<file path="config.mk">
export PLATFORM = sky130hd
export DESIGN_NAME = pulse_frame_tx
export DESIGN_NICKNAME = d
export VERILOG_FILES = /design/src/rtl/pulse_frame_tx.sv
export SDC_FILE = /design/constraint.sdc
export NUM_CORES = 1
export LEC_CHECK = 0
export CELL_PAD_IN_SITES_DETAIL_PLACEMENT = 0
export CELL_PAD_IN_SITES_GLOBAL_PLACEMENT = 1
export CORE_MARGIN = 2
export CORE_UTILIZATION = 25
export DETAILED_ROUTE_END_ITERATION = 10
export GPL_ROUTABILITY_DRIVEN = 0
export PLACE_DENSITY = 0.55
export SKIP_CTS_REPAIR_TIMING = 1
export SKIP_LAST_GASP = 1
export SLEW_MARGIN = 20
export SYNTH_ARGS = -nofsm -noshare
export SYNTH_HDL_FRONTEND = slang
export SYNTH_SLANG_ARGS = --single-unit
</file>
<file path="constraint.sdc">
create_clock -name clk -period 7 [get_ports clk]
set_input_delay 1.05 -clock clk [delete_from_list [all_inputs] [get_ports clk]]
set_output_delay 1.05 -clock clk [all_outputs]
set_load 0.02 [all_outputs]
</file>
<file path="src/rtl/pulse_frame_tx.sv">
// Pulse-train frame transmitter: PREAMBLE_SIZE unconditional pulses, then PACKET_SIZE
// on-off-keyed data slots (MSB first), each slot PULSE_INTERVAL cycles long.
module pulse_frame_tx #(
  parameter int PREAMBLE_SIZE  = 8,
  parameter int PACKET_SIZE    = 64,
  parameter int PULSE_INTERVAL = 10000,
  parameter int PULSE_WIDTH    = 10
) (
  input  logic                   clk,
  input  logic                   rst,
  input  logic                   start,
  input  logic [PACKET_SIZE-1:0] data_in,
  input  logic                   abort,
  output logic                   rf_out,
  output logic                   busy,
  output logic                   done,
  output logic [6:0]             slot_idx
);

  localparam int CW = (PULSE_INTERVAL > 1) ? $clog2(PULSE_INTERVAL) : 1;
  localparam logic [CW-1:0] CYC_LAST   = CW'(PULSE_INTERVAL - 1);
  localparam logic [CW-1:0] CYC_PW     = CW'(PULSE_WIDTH);
  localparam logic [6:0]    PRE_LAST   = 7'(PREAMBLE_SIZE - 1);
  localparam logic [6:0]    FRAME_LAST = 7'(PREAMBLE_SIZE + PACKET_SIZE - 1);

  typedef enum logic [1:0] {IDLE, PREAMBLE, DATA, FINISH} state_t;

  state_t                 state;
  logic [CW-1:0]          cyc_cnt;
  logic [6:0]             slot;
  logic [PACKET_SIZE-1:0] sr;
  logic                   start_q;

  // Outputs lag the slot/cycle counters by one clock, so slot k is visible from 1+k*PULSE_INTERVAL.
  always_ff @(posedge clk or posedge rst) begin
    if (rst) begin
      state    <= IDLE;
      cyc_cnt  <= '0;
      slot     <= '0;
      sr       <= '0;
      // Seeded high so a start held across reset release needs a fresh low-to-high edge.
      start_q  <= 1'b1;
      rf_out   <= 1'b0;
      busy     <= 1'b0;
      done     <= 1'b0;
      slot_idx <= '0;
    end else begin
      start_q <= start;
      done    <= 1'b0;
      case (state)
        IDLE: begin
          rf_out   <= 1'b0;
          busy     <= 1'b0;
          slot_idx <= '0;
          if (start && !start_q && !abort) begin
            sr      <= data_in;
            cyc_cnt <= '0;
            slot    <= '0;
            state   <= PREAMBLE;
          end
        end
        PREAMBLE, DATA: begin
          if (abort) begin
            state    <= IDLE;
            rf_out   <= 1'b0;
            busy     <= 1'b0;
            slot_idx <= '0;
            slot     <= '0;
            cyc_cnt  <= '0;
          end else begin
            busy     <= 1'b1;
            slot_idx <= slot;
            rf_out   <= (cyc_cnt < CYC_PW) && (state == PREAMBLE || sr[PACKET_SIZE-1]);
            if (cyc_cnt == CYC_LAST) begin
              cyc_cnt <= '0;
              if (state == PREAMBLE) begin
                slot <= slot + 7'd1;
                if (slot == PRE_LAST) state <= DATA;
              end else begin
                sr <= sr << 1;
                if (slot == FRAME_LAST) begin
                  slot  <= '0;
                  state <= FINISH;
                end else begin
                  slot <= slot + 7'd1;
                end
              end
            end else begin
              cyc_cnt <= cyc_cnt + CW'(1);
            end
          end
        end
        FINISH: begin
          state    <= IDLE;
          rf_out   <= 1'b0;
          busy     <= 1'b0;
          slot_idx <= '0;
          done     <= !abort;
        end
        default: state <= IDLE;
      endcase
    end
  end

endmodule

</file>
Word level (Yosys, flattened, before mapping)
Index checks and enable logic that the tools add are counted.

cells by class
  add/subtract/negate cells = 2
  $lt $le $gt $ge = 1
  equality and inequality tests = 13
  multiplexer cells = 29
  reductions and logical operators = 14

operators with widths
  operator               count
  $mux 64                4
  $pmux 64 s2            1
  $mux 14                3
  $mux 7                 6
  $pmux 14 s2            1
  $pmux 7 s2             2
  $add 14x1->14 const B  1
  $eq 14x14->1 const B   1
  $lt 14x4->1 const B    1
  $mux 2                 6
  $ne 2x2->1 const B     4
  $ne 4x4->1 const B     2
  $add 7x1->7 const B    1
  $eq 7x3->1 const B     1
  $eq 7x7->1 const B     1
  $pmux 2 s3             1
  $reduce_and 5->1       1
  $eq 2x2->1 const B     2
  $pmux 1 s2             2
  $reduce_and 4->1       1
  $reduce_or 2->1        2
  $logic_and 1x1->1      3
  $mux 1                 3
  $ne 3x3->1 const B     1
  other kinds (7)        8

word-level totals
  flip-flop bits (word level) = 98
  bits of input ports = 68
  output and inout bits = 10
  word-level logic and storage cells = 68

Longest topological paths before layout
  word-level depth = 6
  gate-level depth with buffers = 8
  depth with buffers taken out = 7

Worst setup path before layout
OpenSTA, ideal clock, no wires.

  kind = input to register
  start = input port abort
  end = register sr[12]
  setup time = 0.131 ns
  arrival = 2.109 ns
  data required time = 6.869 ns
  slack = 4.760 ns
  stages = 6
  buffers on the path = 2
  cells stage by stage = nand4bb_4 > or3_1 > buf_2 > clkbuf_1 > nand2_1 > o211ai_1

between the ends
  longest elaborated chain between the ends = 4
  elaborated cells on any way between the ends = 5
  those cells by class = eq/ne: 2; reduce/logical: 3

ends and longest elaborated chain
  element                                RTL line  RTL
  from (decl)                            13        input logic abort,
  $logic_not 1->1                        55        if (start && !start_q && !abort) begin
  $logic_and 1x1->1                      55
  $ne 2x2->1 (no source line)            --
  $reduce_and 5->1 (no source line) (*)  --
  to (signal assigned)                   56        sr <= data_in;
  to (signal assigned)                   80        sr <= sr << 1;
  to (decl)                              31        logic [PACKET_SIZE-1:0] sr;

Every way passes the cells marked *; elsewhere a longest branch is shown, timed or not.
A chain may end at the register's enable or synchronous reset.

Final worst setup path
  start = input port abort
  end = register sr[1]

Same word-level chain as after synthesis.

==> metrics <==
num ports=between 70 and 80; RSZ-0062 raised after global routing=false; Synth Flop Type=dfrtp_1; mapped cell area=between 4000 and 5000 µm²; min cycle time layout=3.62 ns; global-route wire length before repair=approximately 23000 µm; top cell type's share of synthesized area=48.6%; grt ovf=0; post-route DRC violation count=0; Placed Cells=846; share of cells above drive strength 1=6.53%; vias per cell=4.97; number of antenna violations at the first check in global routing=0; pwr dens=311 nW/µm²; EDFF count, synth=0; Max VDD drop=131 µV; most area-consuming cells after synthesis=dfrtp_1 (49%), nand2_1 (10%), o211ai_1 (9.6%); syn avg cell area=9.22 µm²; via count=about 4300; setup violators final=0; Relative slew margins=~41%; number of DRC markers in iteration 0=381; Pins Over Slew Limit=0; H-tree levels=3; HPWL after detailed placement=8440 µm; Unique masters post-synth=54; Min-Delay Path Class=register to register; worst-skew pair later-pin latency=approximately 0.35 ns; CTS tree=done; Post-Synthesis Cells=542; largest net degree at the start of global routing=69; PortBufs=77; Critical Path RT=just over 7 ns; initial core utilization=roughly a quarter; clock tree sinks=98; sequential cell area fraction in the yosys report=about half; n_diodes=0; total CTS buffers=9; Setup Total Neg Slack=0 ns; Crit. End Element=register; P&R area growth vs syn=25.2%; Chip Width=145 µm; syn_nets=615; NumNets Final=approximately 670; crit-path max FO=64; Post-synth ARST share=100%; Final Cycle Share=51.7%; Root Driver=clkbuf_16; die area=~21000 µm²; Hold WS=0.520 ns; maximum clock frequency=~0.28 GHz; Routed Antenna Nets=0; core footprint=19500 µm²; All-Layer GR Usage=13.2%; max-cap violation count=0; drt first pass iters=5; status=complete, no violations; clock transition at the registers of the reported paths=0.07 ns; final hold vios=0; Avg WL per Cell=about 16 µm; floorplan row count=51; commonest non-fill, non-tap cell in the layout=nand2_1; area leader, netlist=dfrtp_1; Max Clock Skew=0.0121 ns; leak pwr=about 0.0024 µW; wirelength, routed=13700 µm; synth warn=0; CP startpoint kind=input pin; Die Span Y=145 µm; Yosys reg bits=98; CTS Buffer Depth=2; actual transition at the worst max-transition pin=0.889 ns; fin cells=862; Crit Path Category=input pin to register; vias in the first global route=4165; most frequent cells in the layout=nand2_1 (139), dfrtp_1 (97), clkdlybuf4s50_1 (77), o211ai_1 (64), nand4_1 (63); CP arrival=approximately 3.8 ns
==> flip-flops by register name (all words and copies together), names as in the netlist <==
register  count
sr           64
cyc_cnt      14
slot          7
slot_idx      7
state         2
busy          1
done          1
rf_out        1
start_q       1
==> final timing paths <==
check | from | end | slack, ns | cells after the start
worst max-delay path | abort | sr[1] | 3.38 | 7
worst min-delay path | sr[33] | sr[33] | 0.52 | 2
worst max register to register | state[0] | sr[1] | 3.79 | 8
worst min register to register | sr[33] | sr[33] | 0.52 | 2
max in group asynchronous | rst | cyc_cnt[1] | 4.72 | 3
min in group asynchronous | rst | sr[45] | 1.05 | 2
==> power by group <==
group | leakage, µW | switching, µW | internal, µW
logic | 0.000929 | 436 | 212
registers | 0.00131 | 80.5 | 703
clock network | 0.000145 | 226 | 287
total | 0.00238 | 743 | 1200
==> critical path, cell delays in order <==
cell	delay [ns]
clkdlybuf4s50_1	0.51
nand4bb_4	0.33
a21oi_4	0.16
buf_4	0.58
and3b_2	0.30
buf_4	0.55
o211ai_1	0.21
==> synthesized netlist by cell type, types with 8 or more instances <==
master,count
a21oi_1,8
buf_2,13
clkbuf_1,25
dfrtp_1,97
inv_1,9
nand2_1,139
nand3_1,13
nand4_1,63
nor2_1,9
o211ai_1,64
o21ai_0,16
==> cells by family (layout without fill, tap and decap cells) <==
group,after synthesis,after routing,synth area share (%)
compound gates,115,115,16.7
fa+ha+maj,5,5,1.25
xor+xnor,2,2,0.351
mux,3,3,0.601
buf+inv,55,110,5.21
flops,98,98,49.1
simple gates,264,264,26.7
==> routing by layer <==
layer	share of wire (%)	track usage [%]	routed length, µm	up-vias
met5	0	0	0	-
met4	1.1	4.12	151	0
met3	4.2	3.04	576	9
met2	46	19.7	6360	83
met1	48	19.0	6660	2107
li1	-	-	-	2089
==> per-stage QoR <==
stage                     area [µm²]  util (%)  worst slack, ns  power [µW]
after floorplan                 4990         -             3.39        1230
after global placement          5950      30.5             3.15        1430
after detailed placement        5950      30.5             3.08        1440
after CTS                       6250      32.0             3.45        1960
after global routing            6250      32.0             3.30        2080
final                           6250      32.0             3.38        1950
==> area by class of cell <==
cell class | count | area, µm²
clock inverters | 6 | 63.8
repair buffers | 84 | 823
inverters | 10 | 40.0
fillers | 2074 | 13300
clock buffers | 10 | 239
well taps | 265 | 332
multi-input cells | 389 | 2300
flip-flops and latches | 98 | 2450
(Power assumes the default switching activity.)
==> patch 1, RTL diff (config.mk and constraints unchanged) <==
Set the parameter `PULSE_INTERVAL` to 20000 (it was 10000).
--- a/src/rtl/pulse_frame_tx.sv
+++ b/src/rtl/pulse_frame_tx.sv
@@ -3,7 +3,7 @@
 module pulse_frame_tx #(
   parameter int PREAMBLE_SIZE  = 8,
   parameter int PACKET_SIZE    = 64,
-  parameter int PULSE_INTERVAL = 10000,
+  parameter int PULSE_INTERVAL = 20000,
   parameter int PULSE_WIDTH    = 10
 ) (
   input  logic                   clk,
Check against the original RTL: same outputs for any inputs over 10 cycles, from zero or initial values and one cycle with rst high; that may be too few to reach the edited logic, so the function may still have changed.
==> patch 1 against the unedited design <==
- worst setup slack improved by 0.32 ns
- clock power fell by 7.0%
- critical path type is now flop to flop
- register-to-register slack got worse by 0.09 ns
- power rose by 15%
- largest cell class unchanged
- critical path depth rose by 1
- routed wire length fell by 24%
- area after synthesis fell by 6.4%
- clock skew barely moved
- via count fell by 21%
- first-iteration DRC count fell by 59%
- final area fell by 5.3%
- sequential power rose by 6.3%
- sequential cell count rose by 1
==> patch 1: results (changes against the unedited design) <==
Parameter                              Value

Status
  Status    completed (unchanged)

Placement
  Area post-placement    5630 um^2 (was 5950 um^2)
  DPL Wire Length    6950 um (was 8440 um)
  Total instance count after detailed placement    741 (was 846)

Cells and area
  Final design area excluding fillers    5920 um^2 (was 6250 um^2)
  Share of final layout cell area taken by non-clock buffers    0.136 (was 0.132)
  Filler cells    1919 (was 2074)
  Share of cell area taken by multi-input logic gates    0.343 (was 0.368)
  Final net count    591 (was 665)

Synthesis
  Area contributors post-synth    sky130_fd_sc_hd__dfrtp_1 52%, sky130_fd_sc_hd__mux2i_1 14%, sky130_fd_sc_hd__nand2_1 6.1%, sky130_fd_sc_hd__o21ai_0 4.7%, sky130_fd_sc_hd__o21ai_1 3.2% (was sky130_fd_sc_hd__dfrtp_1 49%, sky130_fd_sc_hd__nand2_1 10%, sky130_fd_sc_hd__o211ai_1 9.6%, sky130_fd_sc_hd__nand4_1 7.9%, sky130_fd_sc_hd__clkbuf_1 1.9%)
  Parity-gate share of the synthesized area counting xor and xnor cells    0.0206 (was 0.00351)
  Per-instance average area after synthesis    10.3 um^2 (was 9.22 um^2)

Global routing
  Number of global-route vias before repair    3430 (was 4165)
  Met3 usage in global routing    0.0268 (was 0.0304)
  Tot GR Track Use    0.110 (was 0.132)
  GR Util met1    0.153 (was 0.190)

Worst setup path
  Endpoint of the lowest-slack register-to-register path    state[1]$_DFFE_PP0P_ (was sr[1]$_DFFE_PP0P_)

Power and ir drop
  Leakage    2.67 nW (was 2.38 nW)
  Combinational cell power    0.932 mW (was 0.648 mW)
  Maximum vdd ir drop    0.000148 V (was 0.000131 V)
  Power, Total    2.24 mW (was 1.95 mW)
  Share of total power in the clock network    0.213 (was 0.264)

Worst hold path
  Hold worst-path end    sr[25]$_DFFE_PP0P_ (was sr[33]$_DFFE_PP0P_)
  Worst min-delay path startpoint    sr[25]$_DFFE_PP0P_ (was sr[33]$_DFFE_PP0P_)

Drt
  Met3 wirelength from detailed routing    288 um (was 576 um)
  Routed length on met1    5210 um (was 6660 um)
  Drt wl/cell    13.7 um (was 15.9 um)
==> patch 1: cell count changes in the layout (fill, tap and decap cells not counted), moves of 5 or more <==
cell / change
sky130_fd_sc_hd__o211ai_1: -64
sky130_fd_sc_hd__nand2_1: -63
sky130_fd_sc_hd__mux2i_1: +61
sky130_fd_sc_hd__nand4_1: -60
sky130_fd_sc_hd__o21ai_0: +28
sky130_fd_sc_hd__o21ai_1: +28
sky130_fd_sc_hd__nor2_1: +7
sky130_fd_sc_hd__xor2_1: +5
==> patch 1: how the worst max path moves through the flow <==
| stage | end | slack (ns) | cells after the start |
|---|---|---|---|
| after floorplan | busy$_DFF_PP0_ | 3.36 | 1 |
| after global routing | state[1]$_DFFE_PP0P_ | 3.37 | 8 |
| after global placement | sr[0]$_DFFE_PP0P_ | 3.61 | 8 |
| after CTS | sr[35]$_DFFE_PP0P_ | 3.57 | 9 |
| final | state[1]$_DFFE_PP0P_ | 3.70 | 8 |
| after detailed placement | sr[35]$_DFFE_PP0P_ | 3.55 | 9 |
==> patch 2, RTL diff (config.mk and constraints unchanged) <==
Without the edit above. One comparison of `cyc_cnt` changes from == to >=.
--- a/src/rtl/pulse_frame_tx.sv
+++ b/src/rtl/pulse_frame_tx.sv
@@ -71,7 +71,7 @@
             busy     <= 1'b1;
             slot_idx <= slot;
             rf_out   <= (cyc_cnt < CYC_PW) && (state == PREAMBLE || sr[PACKET_SIZE-1]);
-            if (cyc_cnt == CYC_LAST) begin
+            if (cyc_cnt >= CYC_LAST) begin
               cyc_cnt <= '0;
               if (state == PREAMBLE) begin
                 slot <= slot + 7'd1;
Formal check against the unedited RTL: no difference found for any inputs over 10 cycles, from zero or initial values and one cycle with rst high; that may be too few to reach the edited logic, so the function may still have changed.
==> patch 2 against the unedited design <==
- fmax rose by 20%
- routed wire length fell by 24%
- final area fell by 4.5%
- sequential cell count did not move
- clock power rose by 13%
- area after synthesis fell by 6.8%
- clock skew fell by 0.0026 ns
- worst setup slack improved by 0.61 ns
- power rose by 21%
- cell count fell by 13%
- critical path type unchanged
- critical endpoint is now slot[0]$_DFFE_PP0P_
- largest cell class unchanged
- highest routed layer unchanged
==> patch 2: results (changes against the unedited design) <==
Parameter                              Value

Status
  Status    completed (unchanged)

Drt
  Drt wl/cell    13.9 um (was 15.9 um)
  DRT iter0 DRCs    279 (was 381)
  Vias per Instance    4.49 (was 4.97)

Cells and area
  Final net count    588 (was 665)
  Fraction of layout cells with a size suffix above 1    0.0596 (was 0.0653)
  Filler cells    1819 (was 2074)
  Final standard cell count with taps included and fillers excluded    749 (was 862)

Placement
  Area post-placement    5620 um^2 (was 5950 um^2)
  Total instance count after detailed placement    733 (was 846)
  DPL Wire Length    6970 um (was 8440 um)

Global routing
  Met3 usage in global routing    0.0215 (was 0.0304)
  GRT met2 Usage    0.166 (was 0.197)
  Maximum number of pins on one net before global-route repair    128 (was 69)
  GR Util met1    0.163 (was 0.190)
  Wire length of the first global-routing pass    18000 um (was 22800 um)
  Tot GR Track Use    0.114 (was 0.132)

Synthesis
  Syn Inst Count    449 (was 542)
  Number of nets produced by synthesis    522 (was 615)
  Fraction of the yosys area taken by sequential cells    0.527 (was 0.491)
  Area contributors post-synth    sky130_fd_sc_hd__dfrtp_1 52%, sky130_fd_sc_hd__mux2i_1 14%, sky130_fd_sc_hd__o21ai_0 6.7%, sky130_fd_sc_hd__nand2_1 6.4%, sky130_fd_sc_hd__o21ai_1 2.0% (was sky130_fd_sc_hd__dfrtp_1 49%, sky130_fd_sc_hd__nand2_1 10%, sky130_fd_sc_hd__o211ai_1 9.6%, sky130_fd_sc_hd__nand4_1 7.9%, sky130_fd_sc_hd__clkbuf_1 1.9%)
  Most frequent cells after synthesis    97 x sky130_fd_sc_hd__dfrtp_1, 79 x sky130_fd_sc_hd__nand2_1, 66 x sky130_fd_sc_hd__mux2i_1 (was 139 x sky130_fd_sc_hd__nand2_1, 97 x sky130_fd_sc_hd__dfrtp_1, 64 x sky130_fd_sc_hd__o211ai_1)
  Number of distinct standard cells referenced by the synthesized netlist    47 (was 54)

Clock network
  Total clock buffers created by CTS    9 (unchanged)

Worst setup path
  Cell family with the largest share of critical-path delay    compound AO/OA/AOI/OAI gates (was buffers and inverters)
  Endpoint of the lowest-slack register-to-register path    slot[3]$_DFFE_PP0P_ (was sr[1]$_DFFE_PP0P_)
  Worst r2r path cells    7 (was 8)
  Reg2reg setup slack    4.27 ns (was 3.79 ns)
  Termination of the worst setup path    slot[0]$_DFFE_PP0P_ (was sr[1]$_DFFE_PP0P_)
  CP Data Arrival Time    3.23 ns (was 3.82 ns)
  Maximum net fanout on the critical path    15 (was 64)
  Master of the slowest instance on the critical path    sky130_fd_sc_hd__o21ai_1 (was sky130_fd_sc_hd__buf_4)

Worst hold path
  Worst min-delay path startpoint    sr[25]$_DFFE_PP0P_ (was sr[33]$_DFFE_PP0P_)
  Hold worst-path end    sr[25]$_DFFE_PP0P_ (was sr[33]$_DFFE_PP0P_)

Timing
  Worst hold slack across all endpoints    0.480 ns (was 0.520 ns)
  Worst Max-Slew Pin Slew    0.817 ns (was 0.889 ns)
  Maximum clock skew at final layout    0.00958 ns (was 0.0121 ns)

Power and ir drop
  Leakage    2.65 nW (was 2.38 nW)
  Maximum vdd ir drop    0.000267 V (was 0.000131 V)
patch 2: cell count changes after synthesis, sizes merged, moves of 5 or more:
cell	change
mux2i	+63
o21ai	+63
o211ai	-61
nand2	-60
nand4	-60
clkbuf	-12
a21oi	-7
buf	-7
nand3	-5
xnor2	+5
patch 2: cell type report:
type	instances	area (um^2)	share of cell area
inverter	9	36.3	0.00607
clock inverter	5	103	0.0172
timing repair buffer	81	808	0.135
sequential	98	2450	0.411
tap	229	287	0.0480
multi-input combinational	316	2040	0.342
clock buffer	11	243	0.0406
patch 2: kinds of logic after synthesis:
kind of cell	after synthesis	share of synthesized area
and+or+nand+nor	136	0.138
AOI/OAI and AO/OA	102	0.129
DFF	98	0.527
muxes	67	0.144
xor gates and xnor gates	6	0.0113
adders and majority gates	5	0.0134
buffers and inverters	35	0.0363
patch 2: per-stage QoR:
stage	total power, mW	setup WS (ns)
floorplan	1.57	3.39
global placement	1.79	3.62
detailed placement	1.81	3.50
CTS	2.40	3.80
global route	2.54	3.79
finish	2.35	4.00
patch 2: tightest hold or removal path, delay by kind of cell (launching register included):
family | cells | cell delay, ns
AND/OR/NAND/NOR | 1 | 0.04
flip-flops | 1 | 0.34
AO/OA/AOI/OAI | 1 | 0.06
patch 2: power by group through the flow:
stage | Sequential, mW | Combinational, mW | Clock [mW]
6_report | 0.815 | 0.955 | 0.578
5_1_grt | 0.836 | 1.09 | 0.622
4_1_cts | 0.816 | 0.987 | 0.598
3_5_place_dp | 0.825 | 0.988 | 0
3_3_place_gp | 0.822 | 0.966 | 0
2_1_floorplan | 0.809 | 0.763 | 0
patch 2: routing by layer:
layer / routed length (um) / up-vias
met5: 0 / -
met4: 146 / 0
met3: 342 / 9
met2: 4730 / 57
met1: 5210 / 1595
li1: - / 1703
